File: src/rtl/psr_status_sequencer.sv
// Next-state generator for a 5-bit processor status register: dispatches issues to two timed
// execution paths and retires completed results oldest-first. Optional STATUS_CHECK_EN adds PSR feedback checking.
module psr_status_sequencer #(
    parameter int status_width = 5,
    parameter int LAT_W        = 4
) (
    input  logic                    clk,
    input  logic                    preset_n,
    input  logic                    issue_valid,
    output logic                    issue_ready,
    input  logic [LAT_W-1:0]        issue_lat,
    input  logic                    result_ack,
    output logic                    result_path,
    input  logic [status_width-1:0] status,
    output logic [status_width-1:0] newstatus,
    output logic                    status_err
);

    typedef enum logic [1:0] {
        PATH_IDLE = 2'd0,
        PATH_BUSY = 2'd1,
        PATH_DONE = 2'd2
    } path_state_t;

    logic [1:0]       idle_vec;
    logic [1:0]       done_vec;
    logic             accept;
    logic             dispatch_path;
    logic             data_ready;
    logic             oldest_done;
    logic             retire;
    logic [LAT_W-1:0] lat_eff;

    logic             age_reg;
    logic             age_next;
    logic [1:0]       last_reg;
    logic [1:0]       last_next;

    assign issue_ready   = idle_vec[0] | idle_vec[1];
    assign accept        = issue_valid & issue_ready;
    // path0 wins whenever it is free; otherwise path1 must be the free one
    assign dispatch_path = ~idle_vec[0];
    assign data_ready    = done_vec[0] | done_vec[1];
    assign oldest_done   = (done_vec[0] & done_vec[1]) ? age_reg : done_vec[1];
    assign retire        = result_ack & data_ready;
    assign lat_eff       = (issue_lat == '0) ? LAT_W'(1) : issue_lat;
    assign result_path   = oldest_done;

    genvar gi;
    generate
        for (gi = 0; gi < 2; gi++) begin : gen_path
            path_state_t      state_reg;
            path_state_t      state_next;
            logic [LAT_W-1:0] cnt_reg;
            logic [LAT_W-1:0] cnt_next;

            always_ff @(posedge clk or negedge preset_n) begin
                if (!preset_n) begin
                    state_reg <= PATH_IDLE;
                    cnt_reg   <= '0;
                end else begin
                    state_reg <= state_next;
                    cnt_reg   <= cnt_next;
                end
            end

            always_comb begin
                state_next = state_reg;
                cnt_next   = cnt_reg;
                case (state_reg)
                    PATH_IDLE: begin
                        if (accept && (dispatch_path == 1'(gi))) begin
                            state_next = PATH_BUSY;
                            cnt_next   = lat_eff;
                        end
                    end
                    PATH_BUSY: begin
                        cnt_next = cnt_reg - LAT_W'(1);
                        if (cnt_reg <= LAT_W'(1)) begin
                            state_next = PATH_DONE;
                            cnt_next   = '0;
                        end
                    end
                    PATH_DONE: begin
                        if (retire && (oldest_done == 1'(gi))) begin
                            state_next = PATH_IDLE;
                        end
                    end
                    default: begin
                        state_next = PATH_IDLE;
                        cnt_next   = '0;
                    end
                endcase
            end

            assign idle_vec[gi] = (state_reg == PATH_IDLE);
            assign done_vec[gi] = (state_reg == PATH_DONE);
        end
    endgenerate

    always_comb begin
        age_next  = age_reg;
        last_next = last_reg;
        if (accept) begin
            last_next = dispatch_path ? 2'b10 : 2'b01;
            // the path already in flight becomes the older one
            if (dispatch_path || !idle_vec[1]) begin
                age_next = ~dispatch_path;
            end
        end
    end

    always_ff @(posedge clk or negedge preset_n) begin
        if (!preset_n) begin
            age_reg  <= 1'b0;
            last_reg <= 2'b00;
        end else begin
            age_reg  <= age_next;
            last_reg <= last_next;
        end
    end

    assign newstatus = {data_ready, ~idle_vec[1], ~idle_vec[0], last_reg};

`ifdef STATUS_CHECK_EN
    logic [status_width-1:0] shadow_reg;
    logic                    armed_reg;
    logic                    err_reg;

    // armed_reg skips the first cycle after reset, before the PSR has loaded anything
    always_ff @(posedge clk or negedge preset_n) begin
        if (!preset_n) begin
            shadow_reg <= '0;
            armed_reg  <= 1'b0;
            err_reg    <= 1'b0;
        end else begin
            shadow_reg <= newstatus;
            armed_reg  <= 1'b1;
            if (armed_reg && (status != shadow_reg)) begin
                err_reg <= 1'b1;
            end
        end
    end

    assign status_err = err_reg;
`else
    logic unused_status;
    assign unused_status = ^status;
    assign status_err    = 1'b0;
`endif

endmodule
File: config.mk
export PLATFORM = sky130hd
export DESIGN_NAME = psr_status_sequencer
export DESIGN_NICKNAME = d
export VERILOG_FILES = /design/src/rtl/psr_status_sequencer.sv
export SDC_FILE = /design/constraint.sdc
export NUM_CORES = 1
export LEC_CHECK = 0
export BUFFER_PORTS_ARGS = -buffer_cell sky130_fd_sc_hd__buf_2
export CORE_UTILIZATION = 51
export CTS_CLUSTER_DIAMETER = 50
export DETAILED_ROUTE_END_ITERATION = 12
export GPL_TIMING_DRIVEN = 0
export PLACE_DENSITY_LB_ADDON = 0.3
export SYNTH_ARGS = -nofsm -noshare
export SYNTH_HDL_FRONTEND = slang
export SYNTH_SLANG_ARGS = --single-unit
File: constraint.sdc
create_clock -name clk -period 1.79 [get_ports clk]
set_input_delay 0.179 -clock clk [delete_from_list [all_inputs] [get_ports clk]]
set_output_delay 0.179 -clock clk [all_outputs]
set_load 0.05 [all_outputs]
==> results of run 1 <==
[cells by family (layout without fill, tap and decap cells)]
| kind of cell | Yosys count | count (layout) | synth area share [%] |
|---|---|---|---|
| compound gates | 27 | 27 | 22.9 |
| simple gates | 36 | 36 | 18.4 |
| other cells | 1 | 1 | 0.417 |
| flops | 15 | 15 | 41.7 |
| xor+xnor | 1 | 1 | 0.974 |
| buf+inv | 15 | 33 | 7.79 |
| mux | 2 | 2 | 2.23 |
| fa+ha+maj | 4 | 4 | 5.56 |
[cells in the mapped netlist]
cell,instances
nand3b_1,1
o311ai_4,1
or2_2,1
a21oi_1,7
o31ai_1,1
o21ai_2,1
nor2_2,2
mux2i_1,2
or4_1,1
a221o_1,2
buf_4,3
o22ai_1,6
ha_1,4
xnor2_1,1
o32ai_1,1
a211o_2,1
o21ai_1,1
nor3b_1,1
nand2_1,13
o311ai_2,1
dfrtp_1,15
conb_1,1
clkbuf_2,1
nor3_1,2
nor2_1,12
a21boi_0,1
and2b_1,1
nand2b_1,2
o21ai_0,3
buf_2,1
o41ai_1,1
inv_1,10
[final cells by class]
class / instances / area share (%)
multi-input cells: 71 / 44.5
clock buffers: 4 / 2.57
well taps: 16 / 1.96
plain buffers: 5 / 3.19
inverters: 10 / 3.68
repair buffers: 14 / 7.35
flip-flops and latches: 15 / 36.8
[repair_timing]
item | CTS | global route
endpoints found under the hold margin | 15 | 0
resized for setup | 0 | 0
hold buffers | 1 | 0
[layout by cell type, fill, tap and decap left out, drive strengths merged, types with 4 or more instances in the layout]
| cell | count |
|---|---|
| o21ai | 5 |
| a21oi | 7 |
| clkbuf | 5 |
| inv | 10 |
| dfrtp | 15 |
| nor2 | 14 |
| nand2 | 13 |
| ha | 4 |
| buf | 17 |
| o22ai | 6 |
[stage by stage]
| stage | std cells | hold WS, ns | util [%] |
|---|---|---|---|
| after floorplan | 101 | -0.117 | - |
| after global placement | 130 | 0.102 | 62.5 |
| after detailed placement | 130 | 0.0983 | 62.5 |
| after CTS | 135 | 0.167 | 64.8 |
| after global routing | 135 | 0.185 | 64.8 |
| final | 135 | 0.177 | 64.8 |
[worst max-delay path, cell delays in order, from the launching register on]
cell and delay [ns]:
dfrtp_1 0.39, buf_2 0.18, nand2b_1 0.20, nand2_1 0.09, buf_4 0.09, buf_2 0.24
[worst max path at each step]
stage / endpoint / slack [ns] / depth (start not counted)
after global placement: gen_path[1].cnt_reg[2]$_DFFE_PN0P_ / 0.18 / 6
after floorplan: result_path / 0.22 / 4
after detailed placement: gen_path[1].cnt_reg[2]$_DFFE_PN0P_ / 0.15 / 6
after CTS: newstatus[2] / 0.1 / 5
after global routing: newstatus[2] / 0.03 / 5
final: newstatus[4] / 0.10 / 5
[power breakdown]
| group | internal [mW] | switching [mW] |
|---|---|---|
| Clock | 0.0868 | 0.120 |
| Sequential | 0.500 | 0.198 |
| Combinational | 0.453 | 0.827 |
| Total | 1.04 | 1.14 |
[per-layer routing]
metal / vias up / routed length (µm) / share of wire [%] / global-route usage [%]
met1: 369 / 891 / 48 / 34.9
met4: 0 / 40 / 2.1 / 9.70
met3: 5 / 110 / 5.9 / 5.00
met5: - / 0 / 0 / 0
met2: 25 / 822 / 44 / 34.1
li1: 385 / - / - / -
==> results.cfg, run 1 <==
[setup_path]
r2r-start = gen_path[1].cnt_reg[0]$_DFFE_PN0P_
crit_arrival_ns = 1.51
cp-start-kind = register
criticalPathCategory = reg2out
crit_fanout = 10
rrSetupSlack_ns = 0.12
cp.required_ns = 1.61
worst_setup_path_end_kind = output port
timing.rr.end = gen_path[1].cnt_reg[2]$_DFFE_PN0P_
startpoint = gen_path[0].state_reg[0]$_DFFE_PN0P_
rr_worst_depth = 6

[cts]
numCtsBuffers = 3
clock_sinks = 15
clock_latency_ns = 0.30
ctsLongestPathBuffers = 2
cts_tree = done
clock-root-buffer = clkbuf_4
h-tree-depth = 1
clk_pin_slew_ns = 0.10
cts_setup_buffers = 0

[drt]
drt-vias-per-instance = 5.81
wirelength_um = 1870
drt-pass1-iter-count = 4
drt_iter0_drc = 20
vias = 784
drc = 0
wl_per_cell_um = 13.8
ant_nets = 0

[worst_hold_path]
hold_depth = 2
hold_end = gen_path[1].cnt_reg[2]$_DFFE_PN0P_
hold_path.class = in2reg
hold_start = issue_lat[2]

[placement]
place_area_um2 = 985
port_buffers = 13
gp_congestion = 0.874
place_ws_ns = 0.154
hpwlAfterDp_um = 1370

[layout]
antenna_cells = 0
area_growth_pct = 13.5
multi_input_area_um2 = 454
n_fill_cell = 137
drive_gt1_share_pct = 23.5
seq_area_um2 = 375
final_nets = 137
largest_register_ff_count = 8
final_area_mm2 = 0.00102

[die]
die_area_mm2 = 0.00194
num_io_pins = 21
num_rows = 14
fp.dieW_um = 44
initial_core_util_pct = 57.1
chipHeight_um = 44
core_mm2 = 0.00158

[sta]
fmax_ghz = 0.593
skew_ns = 0.0106
drv_slew = 0
layout_min_cycle_time_ns = 1.69
hold_viol_final = 0
min_period_over_period_pct = 94.2
final.setup.tns_ns = 0
setup_violations = 0
fin_ws_ns = 0.103
rsz0062_at_grt = no

[grt]
grt_pass1_wl_um = 3280
grt_use_total_pct = 23.8
grt_remaining_overflow = 0
grt_pass1_vias = 748
grt_max_degree = 16
antenna_found_initial = 0

[yosys]
yosysSeqAreaShare_pct = 41.7
syn_nets = 118
syn_area_um2 = 900
synth.distinct_cells = 32
netlist.area_leader.share_pct = 41.7
yosysWarnings = 0
yosysTopAreaCell = dfrtp_1
synth_area_leaders = dfrtp_1, ha_1, nand2_1
ys_ff_latch = 15
avgSynthCellArea_um2 = 8.91
syn_inst = 101

[run]
max_cap_viol_count = 0

[pwr]
finalPower_mw = 2.18
power.density_mw_per_mm2 = 2140
irDropWorstVdd_mv = 1.63
power.leakage_nw = 0.504

[outcome]
status = finished, final reports clean
Power figures use the tool's default switching activity.
==> run 2: changes to the inputs <==
--- a/config.mk
+++ b/config.mk
@@ -6,11 +6,14 @@
 export NUM_CORES = 1
 export LEC_CHECK = 0
 export BUFFER_PORTS_ARGS = -buffer_cell sky130_fd_sc_hd__buf_2
-export CORE_UTILIZATION = 51
+export CORE_MARGIN = 5
+export CORE_UTILIZATION = 54
+export CTS_BUF_LIST = sky130_fd_sc_hd__clkbuf_4 sky130_fd_sc_hd__clkbuf_8
 export CTS_CLUSTER_DIAMETER = 50
 export DETAILED_ROUTE_END_ITERATION = 12
 export GPL_TIMING_DRIVEN = 0
 export PLACE_DENSITY_LB_ADDON = 0.3
+export RECOVER_POWER = 100
 export SYNTH_ARGS = -nofsm -noshare
 export SYNTH_HDL_FRONTEND = slang
 export SYNTH_SLANG_ARGS = --single-unit
==> run 2 against run 1 <==
Highest routed layer unchanged; maximum frequency is 1.8% lower; non-clock buffer count stayed put; die area is 33% higher; hold slack worse by 0.018 ns; critical endpoint unchanged.
==> results.cfg, run 2 (same netlist as run 1, synthesis figures left out) <==
[cts]
clk_pin_slew_ns = 0.10
ctsLongestPathBuffers = 2
clock-root-buffer = clkbuf_4
numCtsBuffers = 3
h-tree-depth = 1
cts_setup_buffers = 0
cts_tree = done
clock_latency_ns = 0.30
clock_sinks = 15

[setup_path]
cp-start-kind = register
crit_arrival_ns = 1.54
cp.required_ns = 1.61
crit_fanout = 10
worst_setup_path_end_kind = output port
criticalPathCategory = reg2out

[layout]
largest_register_ff_count = 8
antenna_cells = 0
post-route-util_pct = 66.6
area_growth_pct = 14.0
final_nets = 137
final_cell_mix = dfrtp_1, nand2_1, nor2_1
fin_cells = 135
drive_gt1_share_pct = 21.8
final_common_cell = dfrtp_1

[drt]
drt_iter0_drc = 8
drc = 0
wl_per_cell_um = 13.9
vias = 767
ant_nets = 0
wirelength_um = 1870
drt-vias-per-instance = 5.68
drt-pass1-iter-count = 4

[sta]
drv_slew = 0
rsz0062_at_grt = no
min_period_over_period_pct = 96.0
layout_min_cycle_time_ns = 1.72
hold_viol_final = 0
setup_violations = 0
skew_ns = 0.00875
final.setup.tns_ns = 0
max_slew_margin_pct = 47.5
worst_pin_slew_ns = 0.788
whs_ns = 0.159
fmax_ghz = 0.582

[outcome]
status = finished, final reports clean

[grt]
grt_remaining_overflow = 0
grt_pass1_wl_um = 3160
grt_max_degree = 16
grt_pass1_vias = 713
antenna_found_initial = 0
grt_use_total_pct = 15.9

[worst_hold_path]
hold_path.class = in2reg

[die]
initial_core_util_pct = 58.4
chipHeight_um = 50.8
die_area_mm2 = 0.00258
core_mm2 = 0.00154
fp.dieW_um = 50.8
num_io_pins = 21
num_rows = 14

[placement]
dp.cells = 130
hpwlAfterDp_um = 1380
gp_congestion = 0.736
port_buffers = 13

[run]
max_cap_viol_count = 0

[pwr]
irDropWorstVdd_mv = 1.66
power.density_mw_per_mm2 = 2140
power.leakage_nw = 0.501
-- run 2: cell count changes in the layout (fill, tap and decap cells not counted), sizes merged --
cell and change:
buf -5, clkbuf +5
-- run 2: layout make-up --
class,instances,area (µm²)
plain buffers,5,32.5
flip-flops and latches,15,375
repair buffers,14,71.3
clock buffers,4,30.0
well taps,16,20.0
fillers,138,515
inverters,10,37.5
multi-input cells,71,459
-- run 2: power breakdown --
part           internal [mW]  switching (mW)  total, mW
sequential             0.500           0.198      0.698
clock                  0.102           0.118      0.220
combinational          0.448           0.828       1.28
-- run 2: final timing paths --
kind / start / endpoint / slack [ns] / cells past startpoint
setup / recovery: gen_path[0].state_reg[0]$_DFFE_PN0P_ / newstatus[4] / 0.07 / 5
hold / removal: issue_lat[2] / gen_path[1].cnt_reg[2]$_DFFE_PN0P_ / 0.16 / 2
setup reg to reg: gen_path[1].cnt_reg[0]$_DFFE_PN0P_ / gen_path[1].cnt_reg[2]$_DFFE_PN0P_ / 0.15 / 6
hold reg to reg: last_reg[0]$_DFFE_PN0P_ / last_reg[0]$_DFFE_PN0P_ / 0.49 / 2
max in group asynchronous: preset_n / gen_path[0].cnt_reg[1]$_DFFE_PN0P_ / 0.83 / 2
min in group asynchronous: preset_n / age_reg$_DFFE_PN0P_ / 0.47 / 2
-- run 2: repair_timing --
item / 4_1_cts / 5_1_grt
endpoints found under the setup margin: 0 / 2
hold buffers: 1 / 0
resized for setup: 0 / 1
endpoints found under the hold margin: 15 / 0
-- run 2: critical path, stage by stage (launching register included) --
cell	delay, ns
dfrtp_1	0.39
buf_2	0.20
nand2b_1	0.22
nand2_1	0.10
buf_4	0.09
buf_2	0.24
-- run 2: per-stage QoR --
stage	instance area [µm²]	total power, mW	worst slack [ns]
floorplan	900	1.70	0.221
global placement	985	1.93	0.192
global route	1030	2.38	0.00945
detailed placement	985	1.97	0.166
finish	1030	2.20	0.0714
CTS	1020	2.20	0.0813
-- run 2: metal layers --
metal  up-vias  track usage, %  share of wire, %
li1        386               -                 -
met1       359            22.2                48
met2        17            22.7                46
met3         5            3.49               4.2
met4         0            8.94               2.5
met5         -               0                 0
